`src/rtl/aux_write_scheduler.sv`:
```
// Buffers CPU writes to an auxiliary memory and issues them, or a full-memory clear,
// only while the display is blanked.
module aux_write_scheduler #(
    parameter int unsigned DATA_WIDTH        = 16,
    parameter int unsigned AUX_ADDRESS_WIDTH = 5,
    parameter int unsigned FIFO_DEPTH        = 4
) (
    input  logic                         clock_in,
    input  logic                         reset_in,
    input  logic                         cpu_wr_in,
    input  logic [AUX_ADDRESS_WIDTH-1:0] cpu_address_in,
    input  logic [DATA_WIDTH-1:0]        cpu_data_in,
    output logic                         cpu_ready_out,
    input  logic                         clear_in,
    input  logic                         blank_in,
    output logic                         memory_wr_out,
    output logic [AUX_ADDRESS_WIDTH-1:0] write_address_out,
    output logic [DATA_WIDTH-1:0]        data_out,
    output logic                         busy_out,
    output logic                         drop_error_out
);

    localparam int unsigned PTR_W   = (FIFO_DEPTH > 1) ? $clog2(FIFO_DEPTH) : 1;
    localparam int unsigned CNT_W   = PTR_W + 1;
    localparam int unsigned ENTRY_W = AUX_ADDRESS_WIDTH + DATA_WIDTH;

    typedef enum logic [1:0] {
        IDLE  = 2'd0,
        DRAIN = 2'd1,
        CLEAR = 2'd2
    } state_t;

    state_t state;
    state_t state_next;

    logic [ENTRY_W-1:0]           fifo_mem [FIFO_DEPTH];
    logic [PTR_W-1:0]             rd_ptr;
    logic [PTR_W-1:0]             wr_ptr;
    logic [CNT_W-1:0]             count;
    logic                         clear_pending;
    logic [AUX_ADDRESS_WIDTH-1:0] clear_counter;

    logic push;
    logic pop;
    logic clear_write;
    logic clear_done;
    logic fifo_empty;
    logic last_addr;

    assign fifo_empty    = (count == '0);
    assign cpu_ready_out = (count < CNT_W'(FIFO_DEPTH));
    assign push          = cpu_wr_in && cpu_ready_out;
    assign busy_out      = !fifo_empty || clear_pending;
    assign last_addr     = (clear_counter == '1);
    assign clear_done    = clear_write && last_addr;

    always_ff @(posedge clock_in) begin
        if (reset_in) begin
            state <= IDLE;
        end else begin
            state <= state_next;
        end
    end

    // A pending clear always wins the write slot over buffered CPU writes.
    always_comb begin
        state_next = state;
        case (state)
            IDLE: begin
                if (blank_in) begin
                    if (clear_pending) begin
                        state_next = CLEAR;
                    end else if (!fifo_empty) begin
                        state_next = DRAIN;
                    end
                end
            end
            DRAIN: begin
                if (!blank_in) begin
                    state_next = IDLE;
                end else if (clear_pending) begin
                    state_next = CLEAR;
                end else if (fifo_empty) begin
                    state_next = IDLE;
                end
            end
            CLEAR: begin
                if (blank_in && last_addr) begin
                    state_next = IDLE;
                end
            end
            default: state_next = IDLE;
        endcase
    end

    always_comb begin
        pop         = 1'b0;
        clear_write = 1'b0;
        case (state)
            IDLE, DRAIN: begin
                if (blank_in) begin
                    if (clear_pending) begin
                        clear_write = 1'b1;
                    end else if (!fifo_empty) begin
                        pop = 1'b1;
                    end
                end
            end
            CLEAR:   clear_write = blank_in;
            default: ;
        endcase
    end

    // Entry storage carries no reset; validity is tracked by the pointers and count.
    always_ff @(posedge clock_in) begin
        if (push) begin
            fifo_mem[wr_ptr] <= {cpu_address_in, cpu_data_in};
        end
    end

    always_ff @(posedge clock_in) begin
        if (reset_in) begin
            rd_ptr            <= '0;
            wr_ptr            <= '0;
            count             <= '0;
            clear_pending     <= 1'b0;
            clear_counter     <= '0;
            drop_error_out    <= 1'b0;
            memory_wr_out     <= 1'b0;
            write_address_out <= '0;
            data_out          <= '0;
        end else begin
            if (push) begin
                wr_ptr <= wr_ptr + 1'b1;
            end
            if (pop) begin
                rd_ptr <= rd_ptr + 1'b1;
            end
            count <= count + CNT_W'(push) - CNT_W'(pop);

            if (cpu_wr_in && !cpu_ready_out) begin
                drop_error_out <= 1'b1;
            end

            if (clear_done) begin
                clear_pending <= 1'b0;
            end else if (clear_in) begin
                clear_pending <= 1'b1;
            end

            if (clear_write) begin
                clear_counter <= clear_done ? '0 : clear_counter + 1'b1;
            end

            memory_wr_out <= pop || clear_write;
            if (pop) begin
                {write_address_out, data_out} <= fifo_mem[rd_ptr];
            end else if (clear_write) begin
                write_address_out <= clear_counter;
                data_out          <= '0;
            end
        end
    end

endmodule

```
`config.mk`:
```
export PLATFORM = sky130hd
export DESIGN_NAME = aux_write_scheduler
export DESIGN_NICKNAME = d
export VERILOG_FILES = /design/src/rtl/aux_write_scheduler.sv
export SDC_FILE = /design/constraint.sdc
export NUM_CORES = 1
export LEC_CHECK = 0
export CAP_MARGIN = 20
export CORE_MARGIN = 2
export CORE_UTILIZATION = 45
export DETAILED_ROUTE_END_ITERATION = 16
export GPL_TIMING_DRIVEN = 0
export PLACE_DENSITY = 0.66
export SLEW_MARGIN = 30
export SYNTH_ARGS = -nofsm -noshare
export SYNTH_HDL_FRONTEND = slang
export SYNTH_SLANG_ARGS = --single-unit
```
`constraint.sdc`:
```
create_clock -name clock_in -period 3.3 [get_ports clock_in]
set_clock_uncertainty 0.2 [all_clocks]
set_input_delay 0.66 -clock clock_in [delete_from_list [all_inputs] [get_ports clock_in]]
set_output_delay 0.66 -clock clock_in [all_outputs]
set_load 0.01 [all_outputs]
```
==> flow_metrics.env <==
export IMPL_status="completed"
export IMPL_routed_wl_met3_um=506
export IMPL_crit_family="buffers and inverters"
export IMPL_grt_pass1_wl_um=15800
export IMPL_wl_met2_um=5000
export IMPL_required_ns=2.44
export IMPL_synth_seq_cells=124
export IMPL_cp_arrival_ns=2.18
export IMPL_finalHoldViolations=0
export IMPL_dieArea_um2=11700
export IMPL_crit_chain="nor3_4 > buf_2 > nand2b_1 > clkdlybuf4s50_1"
export IMPL_final_net_count=420
export IMPL_seqPwrFrac_pct=41.0
export IMPL_start_kind="flip-flop"
export IMPL_worstMarginPinSlew_ns=0.732
export IMPL_rsz0062_at_grt="no"
export IMPL_io_buffers=49
export IMPL_p_per_area_nw_per_um2=762
export IMPL_crit_buf_inv=2
export IMPL_layout_drive_gt1_share_pct=17.3
export IMPL_area_growth_syn_to_layout_pct=26.4
export IMPL_cp_end_kind="output pin"
export IMPL_setup_tns_final_ns=0
export IMPL_critPathMaxFanout=10
export IMPL_antenna_found_initial=0
export IMPL_synthCells=317
export IMPL_swShare_pct=26.7
export IMPL_cts_resized=0
export IMPL_setup_viol=0
export IMPL_cts_tree="built"
export IMPL_h_tree_depth=4
export IMPL_setup_ws_ns=0.259
export IMPL_dp_cells=506
export IMPL_peakVddDrop_uv=355
export IMPL_grt_pass1_vias=3092
export IMPL_drc=0
export IMPL_switching_power_mw=1.26
export IMPL_cts_root_buf="clkbuf_8"
export IMPL_core_area_um2=10700
export IMPL_route_vias_total=2996
export IMPL_cts_sinks=124
export IMPL_power_leakage_nw=2.00
export IMPL_worst_skew_pair_late_latency_ns=0.51
export IMPL_fmax_mhz=329
export IMPL_cpMaxStageDelayCell="clkdlybuf4s50_1"
export IMPL_seq_area_frac_synth_pct=68.0
export IMPL_cpPeakStageDelay_ns=0.48
export IMPL_die_width_um=108
export IMPL_dp_hpwl_um=6270
export IMPL_maxSlewHeadroom_pct=51.2
export IMPL_finalCriticalPeriod_ns=3.04
export IMPL_cts_setup_buffers=0
export IMPL_viasPerCell=5.57
export IMPL_die_h_um=108
export IMPL_fill_cells=860
export IMPL_fin_util_pct=57.8
export IMPL_crit_type="reg -> out"
export IMPL_n_antenna_cell=0
export IMPL_cts_max_path_buffers=2
export IMPL_clk_pin_slew_ns=0.06
export IMPL_drtAntennaViolNets=0
export IMPL_stdcell_count=538
export IMPL_clockPowerShare_pct=40.2
export IMPL_synth_distinct_cells=36
export IMPL_slew_violations=0
export IMPL_syn_area_um2=4890
export IMPL_io_pins=51
export IMPL_m1WireLength_um=4260
export IMPL_ys_flop_type="edfxtp_1"
export IMPL_wl_per_cell_um=18.6
export IMPL_finalCritPeriodShare_pct=92.2
export IMPL_synth_edf_count=84
export IMPL_topRoutingLayerUsed="met4"
export IMPL_ys_async_sr_fraction_pct=0
export IMPL_dr_pass1_iters=4
export IMPL_combPwrFrac_pct=18.8
export IMPL_maxCapViolations=0
export IMPL_pre_cts_slack_ns=-0.152
export IMPL_grt_remaining_overflow=0
export IMPL_syn_avg_cell_area_um2=15.4
export IMPL_hold_path_class="reg -> reg"
export IMPL_internal_power_mw=3.45
export IMPL_hold_ws_ns=0.271
export IMPL_start_util_pct=45.7
export IMPL_routabilityCongestion=0.808
export IMPL_yosysWarnings=0
export IMPL_gr_usage_all_layers_pct=18.5
export IMPL_cts_buffers=17
export IMPL_syn_num_nets=352
export IMPL_drt_iter0_markers=260
export IMPL_grt_max_degree=22
export IMPL_rows=38
export IMPL_drt_wl_total_um=9990
export IMPL_hold_buffers=0
==> power groups by stage <==
stage,Clock (mW),Sequential (mW),Combinational (mW)
2_1_floorplan,0,1.95,0.543
3_3_place_gp,0,1.95,0.864
3_5_place_dp,0,1.96,0.883
4_1_cts,1.92,1.93,0.890
5_1_grt,1.99,1.95,0.984
6_report,1.89,1.93,0.884
==> cell families after synthesis <==
kind of cell	share of synthesized area, %
DFF	68.0
xor gates and xnor gates	0.538
buffers and inverters	2.92
and+or+nand+nor	7.22
muxes	9.88
AOI/OAI and AO/OA	9.01
adders and majority gates	2.46
==> registers in the layout (all words and copies together), names as in the netlist, named ones only <==
| signal | count |
|---|---|
| memory_wr_out | 1 |
| drop_error_out | 1 |
| wr_ptr | 2 |
| clear_pending | 1 |
| clear_counter | 5 |
| write_address_out | 5 |
| fifo_mem | 84 |
| rd_ptr | 2 |
| count | 3 |
| state | 2 |
| data_out | 16 |
==> path summary, 6_finish.rpt <==
kind             startpoint             end  slack, ns  depth (start not counted)
max                count[2]        busy_out       0.26                          4
min          drop_error_out  drop_error_out       0.27                          2
max reg2reg   clear_pending        count[2]       0.68                         11
min reg2reg  drop_error_out  drop_error_out       0.27                          2
==> per-stage QoR <==
stage | power, mW | area [um2]
after global placement | 2.82 | 5550
final | 4.71 | 6180
after CTS | 4.74 | 6170
after floorplan | 2.50 | 4890
after detailed placement | 2.84 | 5560
after global routing | 4.92 | 6180
==> layer usage <==
metal,up-vias,global-route usage (%)
met5,-,0
met4,0,9.34
met3,17,5.24
met2,92,29.5
met1,1485,23.1
li1,1402,-
==> synth_stat cells, types with 4 or more instances <==
cell	instances	share of area, %
and2_1	4	0.51
nor2_1	11	0.84
inv_1	9	0.69
nand3_1	22	2.3
buf_2	9	0.92
clkbuf_1	16	1.2
mux4_2	21	9.7
edfxtp_1	84	52
or4_1	4	0.61
a31oi_1	6	0.77
ha_1	8	2.0
a21oi_1	25	2.6
o221ai_1	21	3.8
dfxtp_1	40	16
o21ai_0	4	0.41
==> placed cells by master, fill, tap and decap left out, drive strengths merged, types with 4 or more instances in the layout <==
master and instances:
mux4 21, dfxtp 40, nor2 11, o21ai 4, nand3 22, a21oi 25, inv 10, a31oi 6
clkdlybuf4s50 49, edfxtp 84, or4 4, and2 4, bufinv 4, clkinv 7, buf 10, o221ai 21
or3b 6, clkbuf 34, ha 8
==> worst min-delay path, cell delays in order (launching register included) <==
cell and delay (ns):
dfxtp_1 0.33, a21oi_1 0.04, nor2_1 0.07
==> final cells by class <==
| cell class | instances | area (um2) | share of cell area, % |
|---|---|---|---|
| Multi-Input combinational cell | 158 | 1430 | 23.2 |
| Clock inverter | 14 | 195 | 3.16 |
| Sequential cell | 124 | 3320 | 53.8 |
| Clock buffer | 18 | 418 | 6.76 |
| Tap cell | 140 | 175 | 2.84 |
| Timing Repair Buffer | 49 | 490 | 7.94 |
| Inverter | 9 | 33.8 | 0.547 |
| Buffer | 26 | 109 | 1.76 |
Power figures use the tool's default switching activity.
